## src/rtl/multi_edge_pulse_gen.sv

```systemverilog
// Purpose: per-channel level-to-pulse converter with optional synchroniser, selectable
//          edge detect (rise/fall/both), stretchable pulse and sticky event flag.
// Latency: PULSE_SIG rises SYNC_STAGES+1 edges after LVL_SIG changes; no backpressure (free-running).
//
// Ports:
//   CLK         clock, all state on rising edge
//   RST         synchronous active-low reset
//   EN          global detect enable; 0 suppresses detects and aborts running pulses
//   LVL_SIG     per-channel level inputs
//   EDGE_MODE   per-channel mode, ch i = [2i+1:2i]: 00 off, 01 rise, 10 fall, 11 both
//   PULSE_LEN   pulse length in cycles, 0 behaves as 1, captured only when a pulse loads
//   STICKY_CLR  per-channel sticky clear
//   PULSE_SIG   per-channel pulse outputs (decoded from counter registers)
//   STICKY      per-channel sticky event flags
//   ANY_PULSE   OR of all PULSE_SIG bits
module multi_edge_pulse_gen #(
    parameter int NUM_CH      = 4,
    parameter int SYNC_STAGES = 2,
    parameter int CNT_W       = 4
) (
    input  logic                  CLK,
    input  logic                  RST,
    input  logic                  EN,
    input  logic [NUM_CH-1:0]     LVL_SIG,
    input  logic [2*NUM_CH-1:0]   EDGE_MODE,
    input  logic [CNT_W-1:0]      PULSE_LEN,
    input  logic [NUM_CH-1:0]     STICKY_CLR,
    output logic [NUM_CH-1:0]     PULSE_SIG,
    output logic [NUM_CH-1:0]     STICKY,
    output logic                  ANY_PULSE
);

    // synchronised level and its one-cycle history
    logic [NUM_CH-1:0] lvl_s;
    logic [NUM_CH-1:0] lvl_p;
    logic [NUM_CH-1:0] rise;
    logic [NUM_CH-1:0] fall;
    logic [NUM_CH-1:0] det;

    // effective load value: a zero length still produces a one-cycle pulse
    logic [CNT_W-1:0]  load_len;

    logic [CNT_W-1:0]  cnt [NUM_CH];

    generate
        if (SYNC_STAGES == 0) begin : g_nosync
            assign lvl_s = LVL_SIG;
        end else begin : g_sync
            logic [NUM_CH-1:0] sync_q [SYNC_STAGES];

            // The chain keeps running while EN=0 so re-enabling never
            // exposes a stale level as a false edge.
            always_ff @(posedge CLK) begin
                if (!RST) begin
                    for (int k = 0; k < SYNC_STAGES; k++) begin
                        sync_q[k] <= '0;
                    end
                end else begin
                    sync_q[0] <= LVL_SIG;
                    for (int k = 1; k < SYNC_STAGES; k++) begin
                        sync_q[k] <= sync_q[k-1];
                    end
                end
            end

            assign lvl_s = sync_q[SYNC_STAGES-1];
        end
    endgenerate

    // History flop also tracks regardless of EN. Reset leaves it at 0, so a
    // level already high at reset release is reported as one rising edge.
    always_ff @(posedge CLK) begin
        if (!RST) begin
            lvl_p <= '0;
        end else begin
            lvl_p <= lvl_s;
        end
    end

    assign rise     = lvl_s & ~lvl_p;
    assign fall     = ~lvl_s & lvl_p;
    assign load_len = (PULSE_LEN == '0) ? CNT_W'(1) : PULSE_LEN;

    generate
        for (genvar i = 0; i < NUM_CH; i++) begin : g_ch
            assign det[i] = EN & ((EDGE_MODE[2*i]   & rise[i]) |
                                  (EDGE_MODE[2*i+1] & fall[i]));

            // A detect during a running pulse reloads the counter, so the
            // pulse stretches without a gap instead of producing a second one.
            always_ff @(posedge CLK) begin
                if (!RST) begin
                    cnt[i] <= '0;
                end else if (!EN) begin
                    cnt[i] <= '0;
                end else if (det[i]) begin
                    cnt[i] <= load_len;
                end else if (cnt[i] != '0) begin
                    cnt[i] <= cnt[i] - CNT_W'(1);
                end
            end

            assign PULSE_SIG[i] = |cnt[i];
        end
    endgenerate

    // Set has priority over clear so an event in the clearing cycle is not lost.
    always_ff @(posedge CLK) begin
        if (!RST) begin
            STICKY <= '0;
        end else begin
            STICKY <= det | (STICKY & ~STICKY_CLR);
        end
    end

    assign ANY_PULSE = |PULSE_SIG;

endmodule

```

## config.mk

```make
export PLATFORM = sky130hd
export DESIGN_NAME = multi_edge_pulse_gen
export DESIGN_NICKNAME = d
export VERILOG_FILES = /design/src/rtl/multi_edge_pulse_gen.sv
export SDC_FILE = /design/constraint.sdc
export NUM_CORES = 1
export LEC_CHECK = 0
export BUFFER_PORTS_ARGS = -buffer_cell sky130_fd_sc_hd__buf_2
export CAP_MARGIN = 10
export CORE_UTILIZATION = 35
export CTS_CLUSTER_SIZE = 20
export DETAILED_ROUTE_END_ITERATION = 8
export GPL_TIMING_DRIVEN = 0
export SLEW_MARGIN = 20
export SYNTH_ARGS = -nofsm -noshare
export SYNTH_HDL_FRONTEND = slang
export SYNTH_SLANG_ARGS = --single-unit
export TNS_END_PERCENT = 20
```

## constraint.sdc

```tcl
create_clock -name CLK -period 4.85 [get_ports CLK]
set_input_delay 0.2425 -clock CLK [delete_from_list [all_inputs] [get_ports CLK]]
set_output_delay 0.2425 -clock CLK [all_outputs]
set_load 0.02 [all_outputs]
```

==> out/results.tsv <==
stage	metric	value	unit
run_status	status	complete, no violations	
synth	largest family of logic cells by synthesized area	simple AND/OR/NAND/NOR gates	
synth	post-synthesis cell type count	26	
cells_and_area	Net count, final	241	
clock_network	TritonCTS buffer count	5	
power_and_ir_drop	Lkg Pwr	0.8352	nW
flow_run	MaxCap Viol Count	0	
sta	Total Neg Setup Slack	0	ns
setup_path	CP Class	flip-flop to output port	
sta	worst clock skew	0.005400	ns
global_route	grt ovf	0	
global_route	Total Routing Usage GR	15.30	%
setup_path	r2r worst-path depth	5	
placed_design	Placed Area	0.001947	mm2
floorplan	Die Width	71.86	um
clock_network	clk_lat worst skew	0.27	ns
clock_network	clock slew at reported path FFs	0.06	ns
drt	Pre-antenna DRT Iters	4	
setup_path	Crit. Startpoint	cnt[1][0]	
clock_network	CTS sink count	32	
hold_path	type of the worst min-delay path	input pin to flip-flop	
synth	Post-Synth Adder-Cell Area	5.861	%
setup_path	CP max-delay cell	or4_4	
synth	yosys synthesis warning count	0	
synth	Synth Area in XOR/XNOR	2.051	%
floorplan	I/O pin cnt	32	
setup_path	Worst Path Required	4.61	ns
clock_network	Clock Path Buffers	2	
clock_network	CTS tree	yes	
drt	final WL	3638	um
setup_path	crit path DAT	2.16	ns
placed_design	hpwl dp	2769	um
synth	Post-Syn Instances	172	
setup_path	Worst path most repeated cell	buf_2	
sta	fin crit share	49.51	%
setup_path	flop-to-flop setup slack	2.80	ns
cells_and_area	Finished Cell Area	0.002028	mm2
drt	per-cell routed wire length	13.09	um
synth	Yosys top cell by area	edfxtp_1	
power_and_ir_drop	PwrDens	555.1	mW/mm2
drt	DRC viols	0	
setup_path	R2R Path Start	cnt[2][0]	
setup_path	startpoint types	flip-flop	
synth	synthesized flop and latch total	32	
sta	Rel. slew slack	65.18	%
cells_and_area	Syn-to-layout area delta	18.75	%
floorplan	Die Y	71.86	um
clock_network	clk root buf	clkbuf_8	
hold_path	Min-Delay Endpoint	g_sync.sync_q[0][2]	
synth	multiplexer share of the synthesized area	2.344	%
power_and_ir_drop	Peak VDD IR	0.0002038	V
setup_path	CP max FO	6	
clock_network	postcts setup bufs	0	
sta	Period minus WS final	2.401	ns
sta	Worst-Margin Slew	0.5224	ns
sta	fin worst setup slack	2.449	ns
global_route	first-pass GRT wire length	5913	um
setup_path	slowest stage delay, CP	0.53	ns
floorplan	Core Region	0.004723	mm2
cells_and_area	Finished Core Util	42.94	%
setup_path	CP top delay family	simple AND/OR/NAND/NOR gates	
synth	Mean Syn Cell Area	9.930	um2
synth	simple-gate share of the synthesized area	26.15	%
cells_and_area	n_diodes	0	
hold_path	hold path cells	2	
synth	Syn Std Cell Area	0.001708	mm2
cells_and_area	proportion of layout cells with a drive suffix above 1	18.96	%
drt	antenna-violating nets left	0	
placed_design	I/O Buffers	31	
setup_path	Worst Path Buf+Inv	3	
sta	final hold vios	0	
clock_network	number of H-tree levels	2	
global_route	vias in the first global route	1280	
hold_path	hold wc startpoint	LVL_SIG[2]	
drt	Vias	1385	
clock_network	hold bufs inserted after CTS	0	
drt	Via density	4.982	
placed_design	RePlAce Congestion	0.8446	
global_route	initial antenna violation count	0	
synth	Net Count, Synth	203	
setup_path	CP Capture Type	output port	
synth	area fraction in compound gates after synthesis	13.26	%
synth	Synth top area share	28.13	%
placed_design	DP Worst Slack	2.728	ns
sta	unrepaired setup endpoints after global routing	no	
global_route	largest net degree at the start of global routing	11	
drt	DRT iter0 DRCs	67	
setup_path	crit path cell chain	inv_1, ha_1, or3b_1, buf_2, or4_4, buf_2	
setup_path	R2R Path End	cnt[2][0]	
floorplan	Die ar.	0.005163	mm2
synth	sequential cell area fraction in the yosys report	46.89	%
cells_and_area	fin cells	278	
floorplan	Initial Util	36.16	%
synth	top post-synthesis cells by area	edfxtp_1 (28%), dfxtp_1 (19%), ha_1 (5.9%)	
clock_network	PostCTS Resize Cnt	0	
sta	Max Slew Vio Count	0	
placed_design	placed cell count	270	
sta	final setup fails	0	
sta	Peak Freq	0.4165	GHz
floorplan	row count	25	
sequential cells by signal (all words and copies together), names as in the netlist:
name           cells
cnt               16
g_sync.sync_q      8
STICKY             4
lvl_p              4
cell usage after synthesis:
cell / number
a211oi_1: 3
nand2b_1: 4
a311oi_1: 1
buf_2: 2
edfxtp_1: 16
mux2i_1: 4
nor2_1: 10
nand4b_1: 4
or4_4: 1
or4_1: 1
or3b_1: 4
o22ai_1: 4
and3b_1: 8
a21oi_1: 16
xor2_1: 4
ha_1: 8
dfxtp_1: 16
nor3_1: 5
nand3b_1: 8
inv_1: 8
and2_1: 12
clkbuf_1: 5
a21boi_0: 4
nand2_1: 4
nand4_1: 8
o21ai_0: 12
metal layers:
| layer | routed length [um] | vias to the layer above | GRT usage (%) |
|---|---|---|---|
| met1 | 1735 | 641 | 19.45 |
| met3 | 152 | 4 | 3.938 |
| met5 | 0 | - | 0 |
| met4 | 37 | 0 | 6.754 |
| met2 | 1713 | 33 | 24.53 |
| li1 | - | 707 | - |
layout make-up:
cell class                 count  area, um2
clock inverter                 1      5.005
clock buffer                   7      76.32
inverter                       8      30.03
buffer                         7      28.78
timing repair buffer          31      155.1
tap                           67      83.83
sequential                    32      800.8
multi-input combinational    125      848.3
fill                         476       2695
placed cells by master (no fill, tap or decap), drive strengths merged, types with 5 or more instances in the layout:
master	netlist	routed
and3b	8	8
edfxtp	16	16
nor2	10	10
nand4	8	8
nand3b	8	8
dfxtp	16	16
ha	8	8
nor3	5	5
clkbuf	5	12
a21oi	16	16
and2	12	12
buf	2	33
inv	8	8
o21ai	12	12
where the power goes:
group          internal [W]  switching (W)
Clock              0.000100      0.0000890
Combinational      0.000227       0.000300
Sequential         0.000369      0.0000406
metrics by stage:
stage | hold WS [ns] | power (W)
after detailed placement | 0.4189 | 0.0009369
after floorplan | 0.3698 | 0.0008007
after CTS | 0.1590 | 0.001135
after global placement | 0.4146 | 0.0009340
after global routing | 0.1663 | 0.001215
final | 0.1676 | 0.001126
kinds of logic (layout without fill, tap and decap cells):
logic type               after synthesis  in the layout
AND/OR/NAND/NOR                       69             69
AO/OA/AOI/OAI                         40             40
adder cells (fa/ha/maj)                8              8
buffers and inverters                 15             54
multiplexers                           4              4
XOR/XNOR                               4              4
flip-flops                            32             32
how the worst max path moves through the flow:
stage | endpoint | depth (start not counted)
6_report | ANY_PULSE | 6
2_1_floorplan | ANY_PULSE | 5
3_3_place_gp | ANY_PULSE | 6
5_1_grt | ANY_PULSE | 6
4_1_cts | ANY_PULSE | 6
3_5_place_dp | ANY_PULSE | 6
worst reg2reg max path, delay by kind of cell, from the launching register on:
family,cells,cell delay [ns]
and+or+nand+nor,2,0.95
DFF,1,0.39
buffers and inverters,2,0.28
adders and majority gates,1,0.16
No activity file was read; power rests on OpenSTA's default activity.
